`config.mk`:
```
export PLATFORM = sky130hd
export DESIGN_NAME = imm_gen_pipe_flat
export DESIGN_NICKNAME = d
export VERILOG_FILES = /design/src/rtl/imm_pkg.sv /design/src/rtl/imm_gen_pipe_if.sv /design/src/rtl/imm_extract.sv /design/src/rtl/imm_gen_pipe.sv /design/src/flat_wrapper.sv
export SDC_FILE = /design/constraint.sdc
export NUM_CORES = 1
export LEC_CHECK = 0
export CORE_UTILIZATION = 45
export CTS_BUF_LIST = sky130_fd_sc_hd__clkbuf_4 sky130_fd_sc_hd__clkbuf_8
export DETAILED_ROUTE_END_ITERATION = 10
export PLACE_DENSITY = 0.73
export SLEW_MARGIN = 20
export SYNTH_ARGS = -nofsm -noshare
export SYNTH_HDL_FRONTEND = slang
export SYNTH_SLANG_ARGS = --single-unit
export TNS_END_PERCENT = 50
```
`constraint.sdc`:
```
create_clock -name clk -period 3.1 [get_ports clk]
set_input_delay 0.465 -clock clk [delete_from_list [all_inputs] [get_ports clk]]
set_output_delay 0.465 -clock clk [all_outputs]
set_load 0.005 [all_outputs]
```
`src/rtl/imm_pkg.sv`:
```
// Shared types for the immediate generator: the format-select encoding and the
// RV32/RV64 base opcodes used when the format is decoded from the instruction.
package imm_pkg;

    typedef enum logic [2:0] {
        FMT_NONE = 3'b000,
        FMT_I    = 3'b001,
        FMT_S    = 3'b010,
        FMT_B    = 3'b011,
        FMT_U    = 3'b100,
        FMT_J    = 3'b101,
        FMT_Z    = 3'b110,
        FMT_AUTO = 3'b111
    } fmt_op_e;

    localparam logic [6:0] OP_LOAD   = 7'b0000011;
    localparam logic [6:0] OP_IMM    = 7'b0010011;
    localparam logic [6:0] OP_AUIPC  = 7'b0010111;
    localparam logic [6:0] OP_IMM32  = 7'b0011011;
    localparam logic [6:0] OP_STORE  = 7'b0100011;
    localparam logic [6:0] OP_LUI    = 7'b0110111;
    localparam logic [6:0] OP_BRANCH = 7'b1100011;
    localparam logic [6:0] OP_JALR   = 7'b1100111;
    localparam logic [6:0] OP_JAL    = 7'b1101111;
    localparam logic [6:0] OP_SYSTEM = 7'b1110011;

endpackage

```
`src/rtl/imm_gen_pipe_if.sv`:
```
// Valid/ready bus of the immediate generator: instruction offers in, immediates out.
// The master side is the surrounding pipeline, the slave side is imm_gen_pipe.
interface imm_gen_pipe_if #(
    parameter int XLEN  = 64,
    parameter int TAG_W = 64
);
    logic             in_valid;
    logic             in_ready;
    logic [31:0]      inst;
    logic [2:0]       fmt_op;
    logic [TAG_W-1:0] tag_in;
    logic             flush;
    logic             out_valid;
    logic             out_ready;
    logic [XLEN-1:0]  imm_val;
    logic [TAG_W-1:0] tag_out;
    logic             fmt_err;

    modport master (
        output in_valid, inst, fmt_op, tag_in, flush, out_ready,
        input  in_ready, out_valid, imm_val, tag_out, fmt_err
    );

    modport slave (
        input  in_valid, inst, fmt_op, tag_in, flush, out_ready,
        output in_ready, out_valid, imm_val, tag_out, fmt_err
    );
endinterface

```
`src/rtl/imm_extract.sv`:
```
// Combinational immediate extraction for one RV instruction word, with optional
// format auto-detection from the opcode.
module imm_extract
    import imm_pkg::*;
#(
    parameter int XLEN = 64
) (
    input  logic [31:0]     inst,
    input  logic [2:0]      fmt_op,
    output logic [XLEN-1:0] imm,
    output logic            fmt_err
);

    fmt_op_e     eff_fmt;
    logic [31:0] imm32;

    // AUTO resolves to a concrete format first; unknown opcodes fall back to a zero immediate.
    always_comb begin
        eff_fmt = fmt_op_e'(fmt_op);
        fmt_err = 1'b0;
        if (fmt_op_e'(fmt_op) == FMT_AUTO) begin
            case (inst[6:0])
                OP_IMM, OP_LOAD, OP_JALR, OP_IMM32: eff_fmt = FMT_I;
                OP_STORE:                           eff_fmt = FMT_S;
                OP_BRANCH:                          eff_fmt = FMT_B;
                OP_LUI, OP_AUIPC:                   eff_fmt = FMT_U;
                OP_JAL:                             eff_fmt = FMT_J;
                OP_SYSTEM:                          eff_fmt = inst[14] ? FMT_Z : FMT_I;
                default: begin
                    eff_fmt = FMT_NONE;
                    fmt_err = 1'b1;
                end
            endcase
        end
    end

    always_comb begin
        imm32 = '0;
        case (eff_fmt)
            FMT_I: imm32 = {{20{inst[31]}}, inst[31:20]};
            FMT_S: imm32 = {{20{inst[31]}}, inst[31:25], inst[11:7]};
            FMT_B: imm32 = {{19{inst[31]}}, inst[31], inst[7], inst[30:25], inst[11:8], 1'b0};
            FMT_U: imm32 = {inst[31:12], 12'b0};
            FMT_J: imm32 = {{11{inst[31]}}, inst[31], inst[19:12], inst[20], inst[30:21], 1'b0};
            FMT_Z: imm32 = {27'b0, inst[19:15]};
            default: imm32 = '0;
        endcase
    end

    // Bit 31 of every format is already the correct sign, so widening is a plain sign extension.
    assign imm = XLEN'($signed(imm32));

endmodule

```
`src/rtl/imm_gen_pipe.sv`:
```
// Immediate generator stage: extracts the immediate at accept time and buffers
// results with their tags in a 2-entry skid FIFO.
module imm_gen_pipe
    import imm_pkg::*;
#(
    parameter int XLEN  = 64,
    parameter int TAG_W = 64
) (
    input  logic         clk,
    input  logic         rst_n,
    imm_gen_pipe_if.slave bus
);

    logic [XLEN-1:0]  imm_mem [2];
    logic [TAG_W-1:0] tag_mem [2];
    logic [1:0]       err_mem;
    logic             head;
    logic             tail;
    logic [1:0]       count;
    logic [XLEN-1:0]  new_imm;
    logic             new_err;
    logic             accept;
    logic             retire;

    imm_extract #(.XLEN(XLEN)) u_extract (
        .inst    (bus.inst),
        .fmt_op  (bus.fmt_op),
        .imm     (new_imm),
        .fmt_err (new_err)
    );

    // Ready depends only on occupancy, never on out_ready, and is held low throughout reset.
    assign bus.in_ready  = rst_n && (count != 2'd2);
    assign bus.out_valid = (count != 2'd0);
    assign bus.imm_val   = bus.out_valid ? imm_mem[head] : '0;
    assign bus.tag_out   = bus.out_valid ? tag_mem[head] : '0;
    assign bus.fmt_err   = bus.out_valid ? err_mem[head] : 1'b0;

    assign accept = bus.in_valid && bus.in_ready && !bus.flush;
    assign retire = bus.out_valid && bus.out_ready;

    always_ff @(posedge clk or negedge rst_n) begin
        if (!rst_n) begin
            count   <= 2'd0;
            head    <= 1'b0;
            tail    <= 1'b0;
            err_mem <= 2'b00;
            for (int i = 0; i < 2; i++) begin
                imm_mem[i] <= '0;
                tag_mem[i] <= '0;
            end
        end else if (bus.flush) begin
            count <= 2'd0;
            head  <= 1'b0;
            tail  <= 1'b0;
        end else begin
            if (accept) begin
                imm_mem[tail] <= new_imm;
                tag_mem[tail] <= bus.tag_in;
                err_mem[tail] <= new_err;
                tail          <= tail + 1'b1;
            end
            if (retire) begin
                head <= head + 1'b1;
            end
            case ({accept, retire})
                2'b10:   count <= count + 2'd1;
                2'b01:   count <= count - 2'd1;
                default: count <= count;
            endcase
        end
    end

endmodule

```
`src/flat_wrapper.sv`:
```
// flat-port wrapper written by rule: the top's interface ports become plain ports
module imm_gen_pipe_flat import imm_pkg::*;
#(
    parameter int XLEN  = 64,
    parameter int TAG_W = 64
)
  (clk, rst_n, bus_in_valid, bus_inst, bus_fmt_op, bus_tag_in, bus_flush, bus_out_ready, bus_in_ready, bus_out_valid, bus_imm_val, bus_tag_out, bus_fmt_err);
  imm_gen_pipe_if #(.XLEN(XLEN), .TAG_W(TAG_W)) bus_i ();
  input  logic clk;
  input  logic rst_n;
  input wire logic [$bits(bus_i.in_valid)-1:0] bus_in_valid;
  input wire logic [$bits(bus_i.inst)-1:0] bus_inst;
  input wire logic [$bits(bus_i.fmt_op)-1:0] bus_fmt_op;
  input wire logic [$bits(bus_i.tag_in)-1:0] bus_tag_in;
  input wire logic [$bits(bus_i.flush)-1:0] bus_flush;
  input wire logic [$bits(bus_i.out_ready)-1:0] bus_out_ready;
  output wire logic [$bits(bus_i.in_ready)-1:0] bus_in_ready;
  output wire logic [$bits(bus_i.out_valid)-1:0] bus_out_valid;
  output wire logic [$bits(bus_i.imm_val)-1:0] bus_imm_val;
  output wire logic [$bits(bus_i.tag_out)-1:0] bus_tag_out;
  output wire logic [$bits(bus_i.fmt_err)-1:0] bus_fmt_err;
  assign bus_i.in_valid = bus_in_valid;
  assign bus_i.inst = bus_inst;
  assign bus_i.fmt_op = bus_fmt_op;
  assign bus_i.tag_in = bus_tag_in;
  assign bus_i.flush = bus_flush;
  assign bus_i.out_ready = bus_out_ready;
  assign bus_in_ready = bus_i.in_ready;
  assign bus_out_valid = bus_i.out_valid;
  assign bus_imm_val = bus_i.imm_val;
  assign bus_tag_out = bus_i.tag_out;
  assign bus_fmt_err = bus_i.fmt_err;
  imm_gen_pipe #(.XLEN(XLEN), .TAG_W(TAG_W)) u_core (.clk(clk), .rst_n(rst_n), .bus(bus_i));
endmodule
```
# [After elaboration in Yosys (flattened, before gate mapping)]
# Index checks and enable logic that the tools add are counted.
[classes] mux=30 bitwise_logic=3 reduce_logical=15 order_cmp=6 n_addsub=4 n_eq_ne=20
[ops] cell="2-to-1 mux 64 bit" n=9
[ops] cell="bitwise mux 128 bit" n=2
[ops] cell="one-hot mux 32 bit (6 select lines)" n=1
[ops] cell="demux 64 bit (select 1 bit)" n=1
[ops] cell="== test 7 bit (second input constant)" n=4
[ops] cell="== test 7 x 5 -> 1 bit (second input constant)" n=3
[ops] cell="one-hot mux 3 bit (6 select lines)" n=1
[ops] cell="== test 7 x 6 -> 1 bit (second input constant)" n=2
[ops] cell="== test 3 bit (second input constant)" n=4
[ops] cell="2-to-1 mux 1 bit" n=10
[ops] cell="OR reduction 10 bit" n=1
[ops] cell="== test 7 x 2 -> 1 bit (second input constant)" n=1
[ops] cell="== test 3 x 2 -> 1 bit (second input constant)" n=2
[ops] cell="logical AND 1 bit" n=6
[ops] cell="2-to-1 mux 3 bit" n=2
[ops] cell="nonzero test 2 bit" n=3
[ops] cell=">= comparator 2 bit (second input constant)" n=2
[ops] cell="< comparator 1 x 2 -> 1 bit (second input constant)" n=2
[ops] cell="inverter 1 -> 2 bit" n=2
[ops] cell="one-hot mux 2 bit (2 select lines)" n=1
[ops] cell="OR reduction 4 bit" n=1
[ops] cell="== test 3 x 1 -> 1 bit (second input constant)" n=1
[ops] cell="nonzero test 3 bit" n=1
[ops] cell="adder 1 bit (second input constant)" n=2
[ops] cell="14 further kinds" n=14
[totals] out_inout_bits=131 word_cells=86 ff_bits=262 inputBits=104

# [Depth between registers and ports, before layout]
[logic_depth] depth_word=7 depth_mapped=8 mapped_depth_nobuf=5

# [Modules after synthesis]
# A second synthesis with hierarchy kept.
[hier_totals] hier_cells=973 area_unflattened_um2=12625.9
[modules_own_cells] module="imm_gen_pipe" instances=1 seq_area_each_um2=6556.3 area_per_inst_um2=11717.5 cells_per_inst=856
[modules_own_cells] module="imm_extract" instances=1 seq_area_each_um2=0.0 area_per_inst_um2=908.4 cells_per_inst=117

# [Least setup slack after synthesis]
# No wires, ideal clock.
[synth_timing] kind="register to output" startpoint="register u_core.head" endpoint="output bus_imm_val[32]" stages_incl_launch_ff=6 required_ns=2.635 n_path_buf=3 slack_ns=0.159 t_arrival_ns=2.476 cell_sequence="dfrtp_1 clkbuf_1 buf_1 mux2i_1 nor2_1 buf_4"
[synth_via] elab_chain_len=5
[synth_rtl] element="start, declared" line="imm_gen_pipe.sv:17" source="logic head;"
[synth_rtl] element="start signal, assigned" line="imm_gen_pipe.sv:64" source="head <= head + 1'b1;"
[synth_rtl] element="inverter 1 -> 2 bit (not written as such)" line="imm_gen_pipe.sv:35" source="assign bus.imm_val = bus.out_valid ? imm_mem[head] : '0;"
[synth_rtl] element="2-to-1 mux 64 bit (not written as such) (3 in series)" line="imm_gen_pipe.sv:35"
[synth_rtl] element="2-to-1 mux 64 bit" line="imm_gen_pipe.sv:35"
[synth_rtl] element="end, declared" line="flat_wrapper.sv:19" source="output wire logic [$bits(bus_i.imm_val)-1:0] bus_imm_val;"
# Every way passes these cells. The select of a mux whose other input is x is not followed.

# [Worst setup path after layout]
[layout_timing] startpoint="register u_core.head" endpoint="output bus_imm_val[22]"
# Same word-level chain as after synthesis.

==> out/summary.txt <==
Synth area leaders: dfrtp_1, nand2_1, mux2i_1, nor2_1, buf_4
Post-Route WL: 25300 um
CTS sink cnt: 198
sequential area share after synthesis: 50.2%
1st-iter DRT viols: 519
Yosys top cell by area: dfrtp_1
HP Class: input pin to asynchronous set/reset pin
unrepaired setup endpoints after global routing: false
Worst setup EP type: output port
Final ANT Viol Nets: 0
drt first pass iters: 5
Cell Pwr Density: 538 nW/um^2
area share of the largest cell type after synthesis: 50.2%
die span in y: 150 um
gr usage total: 23.2%
Worst Setup SP: u_core.head$_DFFE_PN0P_
core box area: 21300 sq um
setup TNS: 0 ps
total CTS buffers: 17
fin nets: 1417
Rel. slew slack: 28.9%
area grow syn2layout: 28.8%
DP HPWL: 16100 um
Synth Area in Simple Gates: 25.7%
crit path cell chain: buf_12, mux2i_1, nor2_1, clkdlybuf4s50_1
Leak: 5.69 nW
Mapped Avg Cell Area: 8.58 sq um
hold_ws: 412 ps
max-cap violation count: 0
Place WS: -129 ps
pin count of the biggest net entering global routing: 177
Vias/cell: 5.23
Warnings, synthesis: 0
Setup Viol. Count Final: 0
synth unique cells: 58
startpoint types: flop
Post CTS Setup Buffer Count: 0
H-tree Lvls: 4
Tmin final: 2950 ps
Initial Utilization: 46.4%
CTS Root Cell: clkbuf_8
Die X: 150 um
Synth Area in Adders: 0%
Longest Clk Path Bufs: 2
Setup Skew: 13.6 ps
Total Power: 6.84 mW
VDD IR-drop max: 280 uV
Worst-Margin Slew: 1060 ps
asr flop ratio synth: 100%
largest family of logic cells by synthesized area: simple AND/OR/NAND/NOR gates
Max Fanout on Critical Path: 97
final cell count without fillers: 1601
status: finished clean
Post-Place Cells: 1568
synthesized area: 9870 sq um
post-synthesis register bit count: 198
share of layout cells above drive strength 1: 5.96%
post-synthesis cell count: 1151
Crit path arrival time: 2480 ps
drt wl/cell: 15.8 um
endpoints failing hold: 0
mux cell area share after synthesis: 10.8%
setup slack, reg-to-reg: 990 ps
CTS tree: yes
Congestion Overflow GR: 0
Most used DFF post-synth: dfrtp_1
Buffers on Ports: 234
Worst EP required: 2630 ps
Post-synth EDFFs: 0
fin crit share: 95.2%
vias: 8372
most common cell after layout, fill and taps aside: nand2_1
Setup WS post-layout: 150 ps
Worst-Skew Late Latency: 480 ps
clock slew at reported path FFs: 110 ps
Post-Syn Nets: 1255
Inserted Diodes: 0
# DRC: 0
compound-cell area share of the yosys netlist: 7.41%
vias in the first global route: 8030
Synth Area in XOR/XNOR: 0.0887%
Placement Cell Area: 12200 sq um
most frequent cells in the layout: nand2_1, clkdlybuf4s50_1, dfrtp_1
reg-to-reg startpoint: u_core.count[1]$_DFFE_PN0P_
post-route cell area: 12700 sq um
max-slew violations: 0
critical path's largest stage delay: 560 ps
Core Rows: 53
Util after Layout: 59.7%
global-route wire length before repair: 41100 um
RD Place Congestion: 0.828
initial antenna violation count: 0
overall die area: 22500 sq um
IO Count: 235
critical path's slowest cell: buf_12
CP Class: flop to output port
Max Clk Rate: 339 MHz
[worst max-delay path: cells and delay by family, from the launching register on]
family	cells	cell delay, ps
flops	1	460
mux	1	170
simple gates	1	230
buf+inv	2	1110
[final timing paths]
path	cells after the start	to
worst max register to register	5	u_core.imm_mem[75]$_DFFE_PN0P_
worst min-delay path	2	u_core.tail$_DFFE_PN0P_
max in group asynchronous	3	u_core.tag_mem[105]$_DFFE_PN0P_
worst max-delay path	4	bus_imm_val[22]
worst min register to register	2	u_core.tag_mem[105]$_DFFE_PN0P_
min in group clk	2	u_core.tag_mem[105]$_DFFE_PN0P_
[logic make-up after synthesis]
family	Yosys count
compound gates	94
xor+xnor	1
buf+inv	111
flops	198
mux	106
simple gates	641
[state kept, by name (all words and copies together) (netlist names)]
name and cells:
u_core.count 2, u_core.err_mem 2, u_core.head 1, u_core.imm_mem 64
u_core.tag_mem 128, u_core.tail 1
[cell type report]
class	instances	area, sq um
sequential	198	4960
multi-input combinational	842	4380
tap	275	344
clock inverter	15	230
clock buffer	17	234
timing repair buffer	250	2560
inverter	4	15.0
fill	1856	8570
[where the power goes]
part           total [mW]  internal (mW)  switching, mW
Sequential           3.42           3.13          0.291
Combinational        1.51          0.755          0.750
Clock                1.91          0.918          0.997
Total                6.84           4.81           2.04
[synth_stat cells (3+ instances only)]
cell and instances:
a21oi_1 4, a31oi_1 25, and2_1 4, buf_1 16, buf_2 7, buf_4 34
clkbuf_1 47, dfrtp_1 198, inv_1 4, mux2_2 6, mux2i_1 100, nand2_1 461
nand3_1 14, nand4_1 10, nor2_1 127, nor2b_1 4, nor3_1 3, o2111ai_1 3
o211ai_1 6, o211ai_2 11, o21ai_0 18, o31ai_1 4
[layer usage]
layer,global-route usage (%),vias to the layer above,wire length (um)
met5,0,-,0
met1,31.5,4036,11300
met3,3.52,27,1380
met4,6.97,0,382
met2,38.4,254,12300
li1,-,4055,-
[what timing repair did]
action,4_1_cts,5_1_grt
hold endpoints to repair,22,0
gates resized for setup,1,0
hold buffers,1,0
endpoints found under the setup margin,33,0
(Power assumes the default switching activity.)
